**src/rtl/fetch_controller.sv**
```systemverilog
// Instruction-fetch stage: PC register, IF/ID pipeline register and fetch counter.
// Define FETCH_HALT_EN to stop fetching at end of memory instead of wrapping PC to 0.
module fetch_controller #(
    parameter int unsigned IMEM_BYTES = 160,
    parameter logic [63:0] RESET_PC   = 64'd0
) (
    input  logic        clk,
    input  logic        reset,
    input  logic        stall,
    input  logic        branch_taken,
    input  logic [63:0] branch_target,
    output logic [63:0] Inst_Address,
    input  logic [31:0] Instruction_in,
    output logic [63:0] IFID_PC,
    output logic [31:0] IFID_Instruction,
    output logic        IFID_Valid,
    output logic        halted,
    output logic [31:0] fetch_count
);

    localparam logic [63:0] LAST_WORD = 64'(IMEM_BYTES - 4);
    localparam logic [31:0] NOP       = 32'h00000013;

    typedef enum logic {RUN, HALT} state_t;

    state_t      state, state_n;
    logic [63:0] pc, pc_n, ifid_pc_n;
    logic [31:0] instr_n, count_n;
    logic        valid_n;
    logic [63:0] br_pc, pc_plus4;

    assign br_pc        = {branch_target[63:2], 2'b00};
    assign pc_plus4     = pc + 64'd4;
    assign Inst_Address = pc;

    always_ff @(posedge clk or negedge reset) begin
        if (!reset) begin
            state            <= RUN;
            pc               <= RESET_PC;
            IFID_PC          <= '0;
            IFID_Instruction <= NOP;
            IFID_Valid       <= 1'b0;
            fetch_count      <= '0;
        end else begin
            state            <= state_n;
            pc               <= pc_n;
            IFID_PC          <= ifid_pc_n;
            IFID_Instruction <= instr_n;
            IFID_Valid       <= valid_n;
            fetch_count      <= count_n;
        end
    end

    // Priority: redirect, then HALT/stall hold, then normal advance.
    always_comb begin
        state_n   = state;
        pc_n      = pc;
        ifid_pc_n = IFID_PC;
        instr_n   = IFID_Instruction;
        valid_n   = IFID_Valid;
        count_n   = fetch_count;
        if (branch_taken) begin
            pc_n    = br_pc;
            instr_n = NOP;
            valid_n = 1'b0;
`ifdef FETCH_HALT_EN
            if (state == HALT && br_pc > LAST_WORD) state_n = HALT;
            else                                    state_n = RUN;
`endif
        end else if (state == RUN && !stall) begin
`ifdef FETCH_HALT_EN
            if (pc > LAST_WORD) begin
                state_n = HALT;
                valid_n = 1'b0;
            end else begin
                ifid_pc_n = pc;
                instr_n   = Instruction_in;
                valid_n   = 1'b1;
                count_n   = fetch_count + 32'd1;
                pc_n      = pc_plus4;
            end
`else
            ifid_pc_n = pc;
            instr_n   = Instruction_in;
            valid_n   = 1'b1;
            count_n   = fetch_count + 32'd1;
            pc_n      = (pc_plus4 > LAST_WORD) ? '0 : pc_plus4;
`endif
        end
    end

`ifdef FETCH_HALT_EN
    assign halted = (state == HALT);
`else
    assign halted = 1'b0;
`endif

endmodule
```
**config.mk**
```make
export PLATFORM = sky130hd
export DESIGN_NAME = fetch_controller
export DESIGN_NICKNAME = d
export VERILOG_FILES = /design/src/rtl/fetch_controller.sv
export SDC_FILE = /design/constraint.sdc
export NUM_CORES = 1
export LEC_CHECK = 0
export BUFFER_PORTS_ARGS = -buffer_cell sky130_fd_sc_hd__buf_2
export CAP_MARGIN = 20
export CELL_PAD_IN_SITES_DETAIL_PLACEMENT = 0
export CELL_PAD_IN_SITES_GLOBAL_PLACEMENT = 1
export CORE_AREA = 2 2 150 261
export CTS_CLUSTER_SIZE = 20
export DETAILED_ROUTE_END_ITERATION = 6
export DIE_AREA = 0 0 152 263
export PLACE_DENSITY = 0.53
export SLEW_MARGIN = 5
export SYNTH_ARGS = -nofsm -noshare
export SYNTH_HDL_FRONTEND = slang
export SYNTH_SLANG_ARGS = --single-unit
```
**constraint.sdc**
```tcl
create_clock -name clk -period 9.6 [get_ports clk]
set_input_delay 1.44 -clock clk [delete_from_list [all_inputs] [get_ports clk]]
set_output_delay 1.44 -clock clk [all_outputs]
set_load 0.03 [all_outputs]
```
==> metrics.md, run 1 <==
| Metric | Value |
|---|---|
| Starting DRT DRC Count | `462` |
| Distinct cell type count after synthesis | `between 60 and 70` |
| Via density per instance | `roughly 4.7` |
| Number of violations of the max-capacitance limit | `0` |
| Setup TNS after final layout | `0 ps` |
| CP max-delay cell | `sky130_fd_sc_hd__nor2_4` |
| Post-CTS setup repair buffer count | `0` |
| Cells resized by post-CTS repair | `0` |
| Data arrival time at the worst-slack endpoint | `5020 ps` |
| Measured slew at the worst slew-check pin | `between 900 and 1000 ps` |
| Highest achievable clock rate | `215 MHz` |
| VDD IR max | `between 0.1 and 0.15 mV` |
| Leading post-synthesis cells by instance count | `sky130_fd_sc_hd__dfrtp_1 (186), sky130_fd_sc_hd__nand2_1 (156), sky130_fd_sc_hd__o21ai_0 (67), sky130_fd_sc_hd__mux2_2 (66), sky130_fd_sc_hd__nor2_1 (60)` |
| Final worst-path cycle share | `48.5%` |
| Startpoint type of the worst setup path | `input port` |
| Input/output buffers | `286` |
| Area share of the largest cell type after synthesis | `about 50%` |
| Sum of routed wire length over all layers | `32000 µm` |
| Most used DFF post-synth | `sky130_fd_sc_hd__dfrtp_1` |
| Mean cell area of the mapped netlist | `~10 µm²` |
| Cell row count | `94` |
| Count of final hold-check violations | `0` |
| Max Transition Viols Final | `0` |
| Full die area | `around 40000 µm²` |
| Min Clock Period, post-route | `4650 ps` |
| Final HPWL from detailed placement | `23800 µm` |
| Outcome | `completed` |
| Setup repair after global routing missed its margin | `no` |
| Share of layout cells above drive strength 1 | `between 30% and 40%` |
| Leading post-synthesis cells by cell area | `sky130_fd_sc_hd__dfrtp_1 (50%), sky130_fd_sc_hd__mux2_2 (8.0%), sky130_fd_sc_hd__nand2_1 (6.3%), sky130_fd_sc_hd__o21ai_0 (3.6%), sky130_fd_sc_hd__xnor2_1 (3.2%)` |
| Post-DRT Antenna Nets | `0` |
| Syn. warnings | `0` |
| Crit-path max FO | `71` |
| Clock buffers created by TritonCTS | `17` |
| WL/cell | `19.0 µm` |
| Final worst slack | `4950 ps` |
| Worst relative slew slack | `36.6%` |
| #FFs+latches synth | `roughly 190` |
| Top Ports | `just under 300` |
| Worst EP required | `9960 ps` |
| Setup Skew | `about 14 ps` |
| First-pass GRT wire length | `49400 µm` |
| DP Cell Count | `between 1500 and 2000` |
| Library cell appearing most often on the critical path | `sky130_fd_sc_hd__buf_4` |
| Die outline width | `152 µm` |
| Number of failing setup endpoints in the final timing report | `0` |
| Global placer's final weighted congestion | `0.779` |
| Cell Pwr Density | `182 nW/µm²` |
| Cell with the most instances after synthesis | `sky130_fd_sc_hd__dfrtp_1` |
| Post-synthesis cell area | `9340 µm²` |
| Static leakage | `0.00559 µW` |
| Antenna violations before repair | `7` |
| Filler-free cell count of the finished design | `1688` |
| Ordered cell list for the critical path | `buf_4 -> nor2_4 -> buf_4 -> o211ai_1 -> nor2_1 -> o2111ai_1 -> or4_1 -> nor4_4 -> nand2_2 -> o31ai_1` |
| Critical path's largest stage delay | `between 800 and 900 ps` |
| Number of hold-repair buffers added at the cts stage | `0` |
| Cell type contributing the most total cell area after synthesis | `sky130_fd_sc_hd__dfrtp_1` |
| GRT overflow | `0` |
| H-tree depth | `4` |
| Via Count | `7995` |
| Final net count | `1292` |
| Die height | `263 µm` |
| CTS Root Buffer Type | `sky130_fd_sc_hd__clkbuf_16` |
| Share of synthesized area occupied by flip-flops and latches | `50.7%` |
| Vias in the first global route | `~8200` |
| Clk buf depth | `2` |
| Insertion delay of the later-clocked pin in the worst-skew pair | `450 ps` |
| Gate count after technology mapping | `938` |
| Clock edge transition at the registers on the reported setup and hold paths | `80 ps` |
| Total design power | `2140 µW` |
| Core Area | `37800 µm²` |
| Path category of the worst min-delay check | `flip-flop to flip-flop` |
| Starting utilization of the core area | `24.7%` |
| Number of flops mapped to enable cells by yosys | `0` |
| Fraction of registers with async set/reset | `100%` |
| Kind of capture point of the worst setup path | `flip-flop` |
| DRC violations left | `0` |
| Maximum number of pins on one net before global-route repair | `91` |
| Category of the critical setup timing path | `input port to flip-flop` |
| Clock tree from TritonCTS | `done` |
| First drt pass iteration count | `4` |
| Overall track demand over capacity in global routing | `15.9%` |
| Setup slack after placement | `between 4000 and 5000 ps` |
| Filler cell count | `about 4000` |
| Area Overhead vs Synth | `26.3%` |
| Clock Sink Count | `189` |
==> where the power goes <==
group | switching, µW | internal, µW
clock | 363 | 373
sequential | 89.8 | 874
combinational | 295 | 147
==> worst max-delay path, delay by kind of cell <==
kind,cells,cell delay [ps]
buf+inv,2,950
simple gates,5,2030
compound gates,3,510
==> worst paths after layout <==
| kind | startpoint | to | slack [ps] | cells after the start |
|---|---|---|---|---|
| max in group asynchronous | reset | Inst_Address[23] | 7290 | 2 |
| max | branch_taken | Inst_Address[5] | 4950 | 10 |
| max reg2reg | Inst_Address[2] | Inst_Address[5] | 5600 | 9 |
| min | fetch_count[31] | fetch_count[31] | 480 | 1 |
| min reg2reg | fetch_count[31] | fetch_count[31] | 480 | 1 |
| min in group asynchronous | reset | fetch_count[7] | 1040 | 1 |
==> layer usage <==
layer  GRT usage [%]  vias to the layer above  wire length [µm]
met2            30.6                      223             18000
li1                -                     3815                 -
met5               0                        -                 0
met1            16.3                     3914             11800
met3            3.13                       43              1270
met4            7.07                        0               935
==> registers in the layout (all words and copies together), names as in the netlist <==
| register | flops |
|---|---|
| IFID_Instruction | 32 |
| fetch_count | 32 |
| IFID_PC | 62 |
| Inst_Address | 62 |
| IFID_Valid | 1 |
==> cell usage in the layout, fill, tap and decap left out, types with 3 or more instances in the layout <==
cell,Yosys,layout
sky130_fd_sc_hd__conb_1,1,5
sky130_fd_sc_hd__and3_1,21,21
sky130_fd_sc_hd__o21ai_0,67,67
sky130_fd_sc_hd__o31ai_1,7,7
sky130_fd_sc_hd__a311o_1,3,3
sky130_fd_sc_hd__a21oi_1,8,8
sky130_fd_sc_hd__nor2b_1,8,8
sky130_fd_sc_hd__nand3_1,39,39
sky130_fd_sc_hd__buf_2,4,283
sky130_fd_sc_hd__dfstp_2,3,3
sky130_fd_sc_hd__and4_1,11,11
sky130_fd_sc_hd__nor4_1,17,17
sky130_fd_sc_hd__xor2_1,14,14
sky130_fd_sc_hd__nand2b_1,4,4
sky130_fd_sc_hd__a211o_1,5,5
sky130_fd_sc_hd__mux2i_1,29,29
sky130_fd_sc_hd__inv_8,0,5
sky130_fd_sc_hd__nand2_1,156,156
sky130_fd_sc_hd__a41oi_1,3,3
sky130_fd_sc_hd__or4_1,7,7
sky130_fd_sc_hd__or3_1,4,4
sky130_fd_sc_hd__buf_4,5,8
sky130_fd_sc_hd__xnor2_1,34,34
sky130_fd_sc_hd__clkbuf_16,0,17
sky130_fd_sc_hd__nor3_1,17,17
sky130_fd_sc_hd__and2_1,7,7
sky130_fd_sc_hd__nor2_1,60,59
sky130_fd_sc_hd__inv_1,15,15
sky130_fd_sc_hd__inv_6,0,3
sky130_fd_sc_hd__a31oi_1,7,7
sky130_fd_sc_hd__dfrtp_1,186,186
sky130_fd_sc_hd__ha_1,4,4
sky130_fd_sc_hd__a211oi_1,5,5
sky130_fd_sc_hd__mux2_2,66,66
sky130_fd_sc_hd__nand4_1,26,26
sky130_fd_sc_hd__diode_2,0,7
==> through the flow <==
stage	util (%)	hold WS, ps	cell area, µm²
after floorplan	-	654	9350
after global placement	29.6	461	11200
after detailed placement	29.6	481	11200
after CTS	31.2	491	11800
after global routing	31.2	506	11800
final	31.2	480	11800
==> cells by family (layout without fill, tap and decap cells) <==
logic type | Yosys count | count (layout) | synth area share, %
buf+inv | 80 | 339 | 3.55
xor+xnor | 48 | 48 | 4.50
mux | 95 | 95 | 11.1
other cells | 1 | 12 | 0.0402
compound gates | 127 | 127 | 8.50
fa+ha+maj | 4 | 4 | 0.536
flops | 189 | 189 | 50.7
simple gates | 394 | 394 | 21.1
==> area by class of cell <==
class	count	area (µm²)	area share (%)
Clock inverter	15	174	1.48
Antenna cell	7	17.5	0.149
Clock buffer	17	425	3.61
Inverter	15	56.3	0.478
Multi-Input combinational cell	673	4290	36.4
Sequential cell	189	4730	40.1
Timing Repair Buffer	292	1490	12.6
Tap cell	480	601	5.09
(Power assumes the default switching activity.)
==> run 2, diff against run 1 <==
ABC_AREA = 1   (was not set)
CORE_AREA = 2 2 152 265   (was 2 2 150 261)
DIE_AREA = 0 0 154 267   (was 0 0 152 263)
PLACE_DENSITY = 0.55   (was 0.53)
clock period = 4.7 ns   (was 9.6 ns; I/O delays follow)
==> run 2 against run 1 <==
Compared with the run above: flip-flop and latch count unchanged; register-to-register slack got worse by 3600 ps; critical path depth increased by 5; power increased by 100%; non-clock buffer count decreased by 1; routed wire length increased by 14%; core utilization decreased by 0.072 points; final cell count increased by 18%; clock power increased by 110%; critical path type is now flip-flop to flip-flop; global-route usage increased by 1.9 points; combinational power increased by 98%.
==> metrics.md, run 2 <==
| Metric | Value |
|---|---|
| Top Ports | `294 (unchanged)` |
| Distinct cell type count after synthesis | `37 (was 61)` |
| Sequential share of power | `44.6% (was 45.0%)` |
| Switching fraction of total power | `36.2% (was 34.9%)` |
| Share of layout cells above drive strength 1 | `25.5% (was 34.0%)` |
| Maximum number of pins on one net before global-route repair | `105 (was 91)` |
| Full die area | `41100 µm² (was 40000 µm²)` |
| Outcome | `completed (unchanged)` |
| Fraction of registers with async set/reset | `100% (unchanged)` |
| Antenna violations before repair | `3 (was 7)` |
| Leading post-synthesis cells by instance count | `sky130_fd_sc_hd__nand2_1 (378), sky130_fd_sc_hd__dfrtp_1 (186), sky130_fd_sc_hd__nor2_1 (144), sky130_fd_sc_hd__o21ai_0 (130), sky130_fd_sc_hd__inv_1 (105) (was sky130_fd_sc_hd__dfrtp_1 (186), sky130_fd_sc_hd__nand2_1 (156), sky130_fd_sc_hd__o21ai_0 (67), sky130_fd_sc_hd__mux2_2 (66), sky130_fd_sc_hd__nor2_1 (60))` |
| WL/cell | `18.4 µm (was 19.0 µm)` |
| Setup repair after global routing missed its margin | `no (unchanged)` |
| Syn. warnings | `0 (unchanged)` |
| Area Overhead vs Synth | `26.7% (was 26.3%)` |
| Cell type contributing the most total cell area after synthesis | `sky130_fd_sc_hd__dfrtp_1 (unchanged)` |
| Number of failing setup endpoints in the final timing report | `0 (unchanged)` |
| Post-synthesis cell area | `9600 µm² (was 9340 µm²)` |
| VDD IR max | `0.212 mV (was 0.112 mV)` |
| Final HPWL from detailed placement | `28200 µm (was 23800 µm)` |
| First drt pass iteration count | `7 (was 4)` |
| Setup TNS after final layout | `0 ps (unchanged)` |
| Net Sw Power | `1560 µW (was 748 µW)` |
| First-pass GRT wire length | `54600 µm (was 49400 µm)` |
| Clock edge transition at the registers on the reported setup and hold paths | `80 ps (about the same)` |
| Overall track demand over capacity in global routing | `17.8% (was 15.9%)` |
| Die height | `267 µm (was 263 µm)` |
| Gate count after technology mapping | `1208 (was 938)` |
| Core Area | `39000 µm² (was 37800 µm²)` |
| Number of hold-repair buffers added at the cts stage | `0 (unchanged)` |
| Filler cell count | `4297 (was 3999)` |
| Input/output buffers | `286 (unchanged)` |
| Count of final hold-check violations | `0 (unchanged)` |
| Most common cell after layout, fill and taps aside | `sky130_fd_sc_hd__nand2_1 (was sky130_fd_sc_hd__buf_2)` |
| Cell row count | `96 (was 94)` |
| Measured slew at the worst slew-check pin | `814 ps (was 951 ps)` |
| Number of flops mapped to enable cells by yosys | `0 (unchanged)` |
| Placed Area | `11500 µm² (was 11200 µm²)` |
| Global placer's final weighted congestion | `0.871 (was 0.779)` |
| Area share of the largest cell type after synthesis | `48.5% (was 49.9%)` |
| Most frequent cells in the layout | `sky130_fd_sc_hd__nand2_1 (378), sky130_fd_sc_hd__buf_2 (285), sky130_fd_sc_hd__dfrtp_1 (186) (was sky130_fd_sc_hd__buf_2 (283), sky130_fd_sc_hd__dfrtp_1 (186), sky130_fd_sc_hd__nand2_1 (156))` |
| Cell with the most instances after synthesis | `sky130_fd_sc_hd__nand2_1 (was sky130_fd_sc_hd__dfrtp_1)` |
| Max Transition Viols Final | `0 (unchanged)` |
| DRC violations left | `0 (unchanged)` |
| Clock Sink Count | `189 (unchanged)` |
| Data arrival time at the worst-slack endpoint | `3120 ps (was 5020 ps)` |
| Cells resized by post-CTS repair | `0 (unchanged)` |
| Clock network power share | `35.0% (was 34.4%)` |
| Most used DFF post-synth | `sky130_fd_sc_hd__dfrtp_1 (unchanged)` |
| Starting utilization of the core area | `24.6% (was 24.7%)` |
| Insertion delay of the later-clocked pin in the worst-skew pair | `470 ps (was 450 ps)` |
| Via Count | `8858 (was 7995)` |
| Internal power | `2750 µW (was 1390 µW)` |
| Worst relative slew slack | `45.7% (was 36.6%)` |
| Cell Pwr Density | `354 nW/µm² (was 182 nW/µm²)` |
| Clock buffers created by TritonCTS | `17 (unchanged)` |
| Register-to-register setup slack | `1990 ps (was 5600 ps)` |
| Kind of capture point of the worst setup path | `flip-flop (unchanged)` |
| Setup Skew | `13.5 ps (was 14.1 ps)` |
| Worst EP required | `5110 ps (was 9960 ps)` |
| Leading post-synthesis cells by cell area | `sky130_fd_sc_hd__dfrtp_1 (48%), sky130_fd_sc_hd__nand2_1 (15%), sky130_fd_sc_hd__o21ai_0 (6.8%), sky130_fd_sc_hd__nor2_1 (5.6%), sky130_fd_sc_hd__inv_1 (4.1%) (was sky130_fd_sc_hd__dfrtp_1 (50%), sky130_fd_sc_hd__mux2_2 (8.0%), sky130_fd_sc_hd__nand2_1 (6.3%), sky130_fd_sc_hd__o21ai_0 (3.6%), sky130_fd_sc_hd__xnor2_1 (3.2%))` |
| Category of the critical setup timing path | `flip-flop to flip-flop (was input port to flip-flop)` |
| Path category of the worst min-delay check | `input port to asynchronous set/reset pin (was flip-flop to flip-flop)` |
| Min Clock Period, post-route | `2710 ps` |
| #FFs+latches synth | `189 (unchanged)` |
| Final worst-path cycle share | `a little under 60%` |
| Post-CTS setup repair buffer count | `0 (unchanged)` |
| Share of synthesized area occupied by flip-flops and latches | `49.3% (was 50.7%)` |
| Die outline width | `154 µm (was 152 µm)` |
| Via density per instance | `4.46 (was 4.74)` |
| Clk buf depth | `2 (unchanged)` |
| Combinational share of power | `20.4% (was 20.6%)` |
| Vias in the first global route | `9040 (was 8160)` |
| Clock tree from TritonCTS | `done (unchanged)` |
| Number of violations of the max-capacitance limit | `0 (unchanged)` |
| CTS Root Buffer Type | `sky130_fd_sc_hd__clkbuf_16 (unchanged)` |
| Highest achievable clock rate | `369 MHz` |
| Area of all placed cells without fillers | `12200 µm² (was 11800 µm²)` |
| Final net count | `1586 (was 1292)` |
| Startpoint type of the worst setup path | `flip-flop (was input port)` |
| Static leakage | `0.00608 µW (was 0.00559 µW)` |
| Sum of routed wire length over all layers | `36600 µm (was 32000 µm)` |
| GRT overflow | `0 (unchanged)` |
| Post-DRT Antenna Nets | `0 (unchanged)` |
| Crit-path max FO | `7 (was 71)` |
| Mean cell area of the mapped netlist | `7.95 µm² (was 9.95 µm²)` |
| Starting DRT DRC Count | `379 (was 462)` |
| H-tree depth | `4 (unchanged)` |
[run 2: area by class of cell]
type / instances / area (µm²) / share of cell area, %
Clock inverter: 14 / 166 / 1.37
Tap cell: 490 / 613 / 5.04
Timing Repair Buffer: 291 / 1490 / 12.3
Clock buffer: 18 / 439 / 3.61
Antenna cell: 3 / 7.51 / 0.0617
Inverter: 108 / 408 / 3.35
Multi-Input combinational cell: 875 / 4310 / 35.4
Sequential cell: 189 / 4730 / 38.9
[run 2: power groups by stage]
stage / Clock, µW / Sequential (µW) / Combinational [µW]
6_report: 1510 / 1920 / 877
5_1_grt: 1620 / 1940 / 956
4_1_cts: 1560 / 1920 / 895
3_5_place_dp: 0 / 1950 / 892
3_3_place_gp: 0 / 1950 / 889
2_1_floorplan: 0 / 2210 / 258
[run 2: worst paths after layout]
| kind | end | cells past startpoint | from |
|---|---|---|---|
| max | Inst_Address[7] | 15 | Inst_Address[3] |
| max in group asynchronous | IFID_PC[54] | 2 | reset |
| min | Inst_Address[16] | 1 | reset |
| min in group clk | Inst_Address[12] | 3 | branch_target[12] |
| max reg2reg | Inst_Address[7] | 15 | Inst_Address[3] |
| min reg2reg | IFID_Valid | 2 | IFID_Valid |
[run 2: logic make-up (layout without fill, tap and decap cells)]
| family | count (synthesis) | in the layout | synth area share [%] |
|---|---|---|---|
| flip-flops | 189 | 189 | 49.3 |
| adder cells (fa/ha/maj) | 4 | 4 | 0.521 |
| other | 1 | 8 | 0.0391 |
| XOR/XNOR | 45 | 45 | 4.10 |
| buffers and inverters | 148 | 431 | 6.06 |
| AND/OR/NAND/NOR | 648 | 648 | 29.6 |
| AO/OA/AOI/OAI | 173 | 173 | 10.4 |
[run 2: worst max-delay path, cell delays in order (launching register included)]
cell and delay [ps]:
sky130_fd_sc_hd__dfrtp_1 480, sky130_fd_sc_hd__ha_1 280, sky130_fd_sc_hd__nand3_2 140, sky130_fd_sc_hd__nor2_2 170
sky130_fd_sc_hd__nand3_1 180, sky130_fd_sc_hd__nor2_2 290, sky130_fd_sc_hd__nand2_1 90, sky130_fd_sc_hd__nand2_1 70
sky130_fd_sc_hd__nand2_1 40, sky130_fd_sc_hd__nor2_1 80, sky130_fd_sc_hd__nand2_1 90, sky130_fd_sc_hd__nor2_1 210
sky130_fd_sc_hd__nand3_2 120, sky130_fd_sc_hd__nor2_4 220, sky130_fd_sc_hd__nand3_1 110, sky130_fd_sc_hd__nand2_1 70
[run 2: metal layers]
layer / global-route usage (%) / vias up / wire [µm] / share of wire [%]
li1: - / 4406 / - / -
met1: 19.1 / 4204 / 13700 / 38
met2: 33.8 / 199 / 20400 / 56
met3: 2.70 / 49 / 1080 / 3.0
met4: 8.16 / 0 / 1330 / 3.6
met5: 0 / - / 0 / 0
[run 2: per-stage QoR]
step	hold WS, ps	std cells	setup slack [ps]	util, %	total power, µW
detailed placement	455	1953	1490	29.6	2850
floorplan	409	1212	2380	-	2470
CTS	319	1985	1960	31.1	4380
global route	342	1988	1690	31.2	4520
global placement	451	1953	1500	29.6	2840
finish	294	1988	1990	31.2	4300
